`src/rtl/d1_inst_aligner.sv`:
```
// Aligns RV32IC instructions from IBuff fetch lines into NUM_OUT decode slots, stitching line-crossing instructions.
// Latency: a line accepted in cycle N drives its slots in cycle N+1. Slots are taken all-or-nothing on out_ready.
`timescale 1ns/1ps
module d1_inst_aligner #(
  parameter int XLEN       = 32,
  parameter int LINE_BYTES = 64,
  parameter int REGIONS    = 4,
  parameter int NUM_OUT    = 2
) (
  input  logic                    i_clk,
  input  logic                    i_rst,
  input  logic                    i_resteer,
  input  logic                    i_line_valid,
  output logic                    o_line_ready,
  input  logic [XLEN-1:0]         i_line_pc,
  input  logic [LINE_BYTES*8-1:0] i_line_data,
  input  logic [REGIONS-1:0]      i_line_region_valid,
  input  logic                    i_line_exc,
  output logic [NUM_OUT-1:0]      o_out_valid,
  output logic [NUM_OUT*32-1:0]   o_out_inst,
  output logic [NUM_OUT*XLEN-1:0] o_out_pc,
  output logic [NUM_OUT-1:0]      o_out_compressed,
  output logic                    o_out_exc,
  input  logic                    i_out_ready
);

  localparam int OFFW = $clog2(LINE_BYTES);
  localparam int PW   = OFFW + 3;
  localparam int RSH  = $clog2(LINE_BYTES / REGIONS);
  localparam int RW   = (REGIONS > 1) ? $clog2(REGIONS) : 1;
  localparam logic [PW-1:0] LB = PW'(LINE_BYTES);

  typedef enum logic [1:0] {S_IDLE, S_ALIGN, S_STITCH, S_HALT} state_t;

  state_t                  r_state, w_state_nxt;
  logic [LINE_BYTES*8-1:0] r_line, w_line_nxt;
  logic [REGIONS-1:0]      r_rv, w_rv_nxt;
  logic [XLEN-1:0]         r_base, w_base_nxt;
  logic [OFFW:0]           r_offset, w_offset_nxt;
  logic                    r_stitch, w_stitch_nxt;
  logic [15:0]             r_stitch_lo, w_stitch_lo_nxt;
  logic [XLEN-1:0]         r_stitch_pc, w_stitch_pc_nxt;
  logic                    r_exc, w_exc_nxt;
  logic [XLEN-1:0]         r_exc_pc, w_exc_pc_nxt;

  logic            w_accept, w_fire, w_n32, w_nhw_ok, w_next_ok, w_stitch_hit;
  logic [PW-1:0]   w_consumed, w_new_off;
  logic [15:0]     w_nhw;
  logic [XLEN-1:0] w_in_base;
  logic [OFFW:0]   w_in_off;

  function automatic logic [15:0] hw_at(input logic [LINE_BYTES*8-1:0] line, input logic [PW-1:0] pos);
    return 16'(line >> {pos, 3'b000});
  endfunction

  // Both end bytes must sit in valid regions and inside the line.
  function automatic logic regions_ok(input logic [REGIONS-1:0] rv, input logic [PW-1:0] first,
                                      input logic [PW-1:0] last);
    logic [PW-1:0] f_idx, l_idx;
    f_idx = first >> RSH;
    l_idx = last >> RSH;
    return (last < LB) && rv[RW'(f_idx)] && rv[RW'(l_idx)];
  endfunction

  assign o_line_ready = (r_state != S_ALIGN) && !i_resteer;
  assign w_accept     = i_line_valid && o_line_ready;
  assign w_fire       = i_out_ready && o_out_valid[0];
  assign o_out_exc    = o_out_valid[0] && r_exc;

  assign w_new_off = w_fire ? PW'(r_offset) + w_consumed : PW'(r_offset);
  assign w_nhw     = hw_at(r_line, w_new_off);
  assign w_n32     = (w_nhw[1:0] == 2'b11);
  assign w_nhw_ok  = regions_ok(r_rv, w_new_off, w_new_off + PW'(1));
  assign w_next_ok = w_nhw_ok && (!w_n32 || regions_ok(r_rv, w_new_off, w_new_off + PW'(3)));

  assign w_in_base    = {i_line_pc[XLEN-1:OFFW], {OFFW{1'b0}}};
  assign w_in_off     = {1'b0, i_line_pc[OFFW-1:0] & ~(OFFW'(1))};
  assign w_stitch_hit = (w_in_base == r_stitch_pc + XLEN'(2)) && i_line_region_valid[0];

  always_ff @(posedge i_clk or negedge i_rst) begin
    if (!i_rst) r_state <= S_IDLE;
    else        r_state <= w_state_nxt;
  end

  always_comb begin
    w_state_nxt     = r_state;
    w_line_nxt      = r_line;
    w_rv_nxt        = r_rv;
    w_base_nxt      = r_base;
    w_offset_nxt    = r_offset;
    w_stitch_nxt    = r_stitch;
    w_stitch_lo_nxt = r_stitch_lo;
    w_stitch_pc_nxt = r_stitch_pc;
    w_exc_nxt       = r_exc;
    w_exc_pc_nxt    = r_exc_pc;
    if (i_resteer) begin
      w_state_nxt  = S_IDLE;
      w_stitch_nxt = 1'b0;
      w_exc_nxt    = 1'b0;
    end else begin
      case (r_state)
        S_IDLE, S_STITCH: begin
          if (w_accept) begin
            w_state_nxt  = S_ALIGN;
            w_stitch_nxt = 1'b0;
            if (i_line_exc) begin
              w_exc_nxt    = 1'b1;
              w_exc_pc_nxt = (r_state == S_STITCH) ? r_stitch_pc : i_line_pc;
            end else begin
              w_line_nxt   = i_line_data;
              w_rv_nxt     = i_line_region_valid;
              w_base_nxt   = w_in_base;
              w_offset_nxt = w_in_off;
              // The held low half becomes slot 0; the line's first halfword is consumed by it.
              if (r_state == S_STITCH && w_stitch_hit) begin
                w_offset_nxt = '0;
                w_stitch_nxt = 1'b1;
              end
            end
          end
        end
        S_ALIGN: begin
          if (r_exc) begin
            if (w_fire) begin
              w_state_nxt = S_HALT;
              w_exc_nxt   = 1'b0;
            end
          end else if (w_fire || !o_out_valid[0]) begin
            w_stitch_nxt = 1'b0;
            w_offset_nxt = (OFFW+1)'(w_new_off);
            if (w_new_off >= LB) begin
              w_state_nxt = S_IDLE;
            end else if (w_new_off == LB - PW'(2) && w_nhw_ok && w_n32) begin
              w_state_nxt     = S_STITCH;
              w_stitch_lo_nxt = w_nhw;
              w_stitch_pc_nxt = r_base + XLEN'(LINE_BYTES - 2);
            end else if (!w_next_ok) begin
              w_state_nxt = S_IDLE;
            end
          end
        end
        default: w_state_nxt = r_state;
      endcase
    end
  end

  always_comb begin : slot_comb
    logic [PW-1:0] w_pos, w_len;
    logic [15:0]   w_hw;
    logic [31:0]   w_wd;
    logic          w_run, w_ok;
    w_pos            = PW'(r_offset);
    w_run            = (r_state == S_ALIGN) && !i_resteer;
    w_consumed       = '0;
    o_out_valid      = '0;
    o_out_inst       = '0;
    o_out_pc         = '0;
    o_out_compressed = '0;
    for (int k = 0; k < NUM_OUT; k++) begin
      w_hw  = hw_at(r_line, w_pos);
      w_wd  = 32'(r_line >> {w_pos, 3'b000});
      w_len = (w_hw[1:0] == 2'b11) ? PW'(4) : PW'(2);
      w_ok  = regions_ok(r_rv, w_pos, w_pos + w_len - PW'(1));
      o_out_compressed[k]      = (w_hw[1:0] != 2'b11);
      o_out_inst[32*k +: 32]   = (w_hw[1:0] == 2'b11) ? w_wd : {16'h0000, w_hw};
      o_out_pc[XLEN*k +: XLEN] = r_base + XLEN'(w_pos);
      if (k == 0 && r_stitch) begin
        w_len                    = PW'(2);
        w_ok                     = 1'b1;
        o_out_compressed[k]      = 1'b0;
        o_out_inst[32*k +: 32]   = {w_hw, r_stitch_lo};
        o_out_pc[XLEN*k +: XLEN] = r_stitch_pc;
      end
      if (r_exc) begin
        w_ok                     = (k == 0);
        o_out_compressed[k]      = 1'b0;
        o_out_inst[32*k +: 32]   = '0;
        o_out_pc[XLEN*k +: XLEN] = r_exc_pc;
      end
      w_run          = w_run && w_ok;
      o_out_valid[k] = w_run;
      if (w_run) w_consumed = w_consumed + w_len;
      w_pos = w_pos + w_len;
    end
  end

  always_ff @(posedge i_clk or negedge i_rst) begin
    if (!i_rst) begin
      r_line      <= '0;
      r_rv        <= '0;
      r_base      <= '0;
      r_offset    <= '0;
      r_stitch    <= 1'b0;
      r_stitch_lo <= '0;
      r_stitch_pc <= '0;
      r_exc       <= 1'b0;
      r_exc_pc    <= '0;
    end else begin
      r_line      <= w_line_nxt;
      r_rv        <= w_rv_nxt;
      r_base      <= w_base_nxt;
      r_offset    <= w_offset_nxt;
      r_stitch    <= w_stitch_nxt;
      r_stitch_lo <= w_stitch_lo_nxt;
      r_stitch_pc <= w_stitch_pc_nxt;
      r_exc       <= w_exc_nxt;
      r_exc_pc    <= w_exc_pc_nxt;
    end
  end

endmodule

```
`config.mk`:
```
export PLATFORM = sky130hd
export DESIGN_NAME = d1_inst_aligner
export DESIGN_NICKNAME = d
export VERILOG_FILES = /design/src/rtl/d1_inst_aligner.sv
export SDC_FILE = /design/constraint.sdc
export NUM_CORES = 2
export LEC_CHECK = 0
export CORE_MARGIN = 8
export CORE_UTILIZATION = 57
export CTS_CLUSTER_SIZE = 16
export DETAILED_ROUTE_END_ITERATION = 12
export GPL_ROUTABILITY_DRIVEN = 0
export PLACE_DENSITY_LB_ADDON = 0.15
export SYNTH_ARGS = -nofsm -noshare
export SYNTH_HDL_FRONTEND = slang
export SYNTH_SLANG_ARGS = --single-unit
export TNS_END_PERCENT = 100
```
`constraint.sdc`:
```
create_clock -name i_clk -period 12.1 [get_ports i_clk]
set_input_delay 1.815 -clock i_clk [delete_from_list [all_inputs] [get_ports i_clk]]
set_output_delay 1.815 -clock i_clk [all_outputs]
set_load 0.1 [all_outputs]
```
==> impl_summary.log <==
INFO  metric run_status = complete, no violations
INFO  metric htree_num_levels = 3
INFO  metric layout-drive-gt1-share = 0.1600
INFO  metric rrSetupSlack = approximately 620 ps
INFO  metric cts_made_buffers = between 70 and 80
INFO  metric worst-endpoint-arrival = roughly 12000 ps
INFO  metric via_count = ~47000
INFO  metric most-common-layout-cells = 2058 x sky130_fd_sc_hd__nand2_1, 673 x sky130_fd_sc_hd__clkdlybuf4s50_1, 621 x sky130_fd_sc_hd__dfrtp_1, 581 x sky130_fd_sc_hd__mux4_2, 278 x sky130_fd_sc_hd__a21oi_1
INFO  metric crit_path_frequent_cell = sky130_fd_sc_hd__inv_1
INFO  metric holdBufCountCts = 0
INFO  metric worst_path_largest_cell_delay = 1000 ps
INFO  metric num_rows = roughly 110
INFO  metric die_h = a little over 300 um
INFO  metric worstPathRequired = between 10000 and 15000 ps
INFO  metric syn_area_per_cell = 9.297 um2
INFO  metric cts.clk_slew.worst_paths = roughly 60 ps
INFO  metric cts_root_buf = sky130_fd_sc_hd__clkbuf_16
INFO  metric die_area = about 94000 um2
INFO  metric grt_max_degree = between 200 and 250
INFO  metric setup_viol = 0
INFO  metric layout.cells.most_common = sky130_fd_sc_hd__nand2_1
INFO  metric rsz0062_at_grt = false
INFO  metric clock.fmax = slightly below 90 MHz
INFO  metric hold_path.class = reg -> reg
INFO  metric postSynth.asyncResetShare = 1.000
INFO  metric detail_route.wl_per_cell = 31.09 um
INFO  metric worst_hold_slack = around 470 ps
INFO  metric critPathCaptureType = flop
INFO  metric netlist_instances = 5188
INFO  metric dieWidth = 306.9 um
INFO  metric routed_wl = between 200000 and 250000 um
INFO  metric grt_util_all_layers = 0.4392
INFO  metric antenna_found_initial = 9
INFO  metric drc_errors = 0
INFO  metric synthDistinctLibCells = 80
INFO  metric first_pass_iters = 8
INFO  metric crit_family = multiplexers
INFO  metric core-area = roughly 84000 um2
INFO  metric crit_path_start_kind = flop
INFO  metric clock_path_buffers = 3
INFO  metric pin_count = 688
INFO  metric timing.final.crit_share = 0.9488
INFO  metric first_global_vias = 46050
INFO  metric finish.net_count = around 6200
INFO  metric detailedRoute.firstIterationViolations = ~7900
INFO  metric place.detailed.hpwl = about 150000 um
INFO  metric timing_max_transition_violations_final = 0
INFO  metric synth_top_flop_cell = sky130_fd_sc_hd__dfrtp_1
INFO  metric cp_slowest_cell = sky130_fd_sc_hd__fa_4
INFO  metric synth_area = between 40000 and 50000 um2
INFO  metric synth_warnings = 0
INFO  metric crit_fanout = 47
INFO  metric placement.io_buffers = 687
INFO  metric max-cap-violations = 0
INFO  metric first_pass_grt_wire_length = between 300000 and 400000 um
INFO  metric worst_skew_pair.late_latency = 650 ps
INFO  metric setup_clock_skew_after_layout = 33.05 ps
INFO  metric grt-ovfl-total = 0
INFO  metric crit_path_launch = r_offset[1]
INFO  metric tritoncts = yes
INFO  metric worstReg2RegStart = r_offset[1]
INFO  metric fillers = ~6500
INFO  metric critical_path_buf_inv_count = 8
INFO  metric max_slew_margin = 0.1012
INFO  metric timing_hold_violations_final = 0
INFO  metric initial_core_util = 0.5763
INFO  metric synth_enable_flop_cells = 0
INFO  metric stdcell_count = slightly below 7000
INFO  metric synth_seq_cells = 627
INFO  metric worst-slew-pin-transition = 1344 ps
INFO  metric final_period_minus_worst_setup_slack = between 10000 and 15000 ps
INFO  metric startpoint_of_the_lowest_slack_hold_path = r_stitch_lo[0]
INFO  metric count_of_clock_tree_sinks = 627
INFO  metric dp_cells = around 6700
INFO  metric syn_to_final_growth = 21.03%
INFO  metric timing_worst_setup_path_type = reg -> reg
INFO  metric mappedNetlistNets = around 5800
INFO  metric ant_nets = 0
INFO  metric synth.yosys.seq_area_share = 0.3253
INFO  metric routed_via_count_divided_by_cell_count = roughly 7
INFO  metric register_area = between 15000 and 20000 um2
INFO  metric combined_area_of_the_multi_input_logic_cells = ~31000 um2
INFO  metric timing.setup.tns = 0 ps
INFO  metric postCtsResizedCells = 0
INFO  metric cts.repair_timing.setup_buffer_count = 0
-- worst reg2reg max path, delay by kind of cell (launching register included) --
kind                     cells  cell delay (ps)
AO/OA/AOI/OAI               11             2850
adder cells (fa/ha/maj)      6             2320
buffers and inverters        8              910
flip-flops                   1              980
multiplexers                 7             3030
AND/OR/NAND/NOR              9             1280
-- through the flow --
step           worst slack (ps)  utilization  cell area, um2
2_1_floorplan              1539            -           48230
3_3_place_gp               1125       0.6665           55780
3_5_place_dp              882.8       0.6665           55780
4_1_cts                   848.2       0.6973           58360
5_1_grt                   31.12       0.6973           58360
6_report                  619.1       0.6975           58370
-- cells by family after synthesis --
group	synth area share
flip-flops	0.3253
adder cells (fa/ha/maj)	0.009443
buffers and inverters	0.03995
multiplexers	0.3258
AND/OR/NAND/NOR	0.2053
AO/OA/AOI/OAI	0.07847
XOR/XNOR	0.01577
-- layer usage --
metal	vias up	global-route usage	share of wire
li1	19300	-	-
met1	22670	0.5173	0.32
met2	4224	0.6460	0.43
met3	1119	0.2021	0.16
met4	6	0.2889	0.091
met5	-	0	0.00025
-- flip-flops by register name (all words and copies together) (netlist names) --
| register | flops |
|---|---|
| r_base | 26 |
| r_line | 512 |
| r_stitch_pc | 27 |
| r_exc_pc | 32 |
| r_rv | 4 |
| r_offset | 6 |
| r_state | 2 |
| r_stitch_lo | 16 |
| r_exc | 1 |
| r_stitch | 1 |
-- path summary, 6_finish.rpt --
check                                  to  depth (start not counted)
max in group asynchronous      r_line[89]                          3
hold / removal             r_stitch_lo[0]                          1
min in group asynchronous    r_exc_pc[30]                          1
setup / recovery           r_stitch_pc[6]                         41
hold reg to reg            r_stitch_lo[0]                          1
setup reg to reg           r_stitch_pc[6]                         41
-- cell type report --
type	count	share of cell area
multi-input cells	4071	0.5276
flip-flops and latches	627	0.2691
repair buffers	776	0.1314
clock buffers	92	0.03511
well taps	1134	0.02431
clock inverters	41	0.009024
inverters	50	0.003322
diodes	6	0.0002572
-- Yosys cell counts (all sizes together) (3+ instances only) --
master,number,area share
mux2,43,0.012
o31ai,11,0.0017
nand4,17,0.0022
a311oi,16,0.0029
and3,15,0.0019
o221ai,9,0.0016
xnor2,58,0.011
a311o,8,0.0017
nor3b,4,0.00062
a21o,6,0.00096
nor2b,24,0.0031
fa,4,0.0017
o21ai,135,0.014
o22ai,48,0.0062
ha,30,0.0078
nand3b,3,0.00047
nand2,2060,0.16
a22o,15,0.0027
mux4,581,0.27
a2111oi,5,0.0012
nor4,42,0.0054
nand3,74,0.0077
and2,10,0.0013
a21oi,279,0.029
xor2,28,0.0052
inv,49,0.0038
clkbuf,326,0.025
nor3,36,0.0037
mux2i,204,0.042
buf,114,0.011
or3,19,0.0025
or2,5,0.00065
o211ai,3,0.00047
a31oi,17,0.0022
a211oi,51,0.0079
nand2b,9,0.0012
dfrtp,627,0.33
a41oi,3,0.00070
nor2,167,0.013
Power is left out: the tool's default activity adds up to more than one toggle a clock period on the data nets, which glitch-free logic cannot reach.
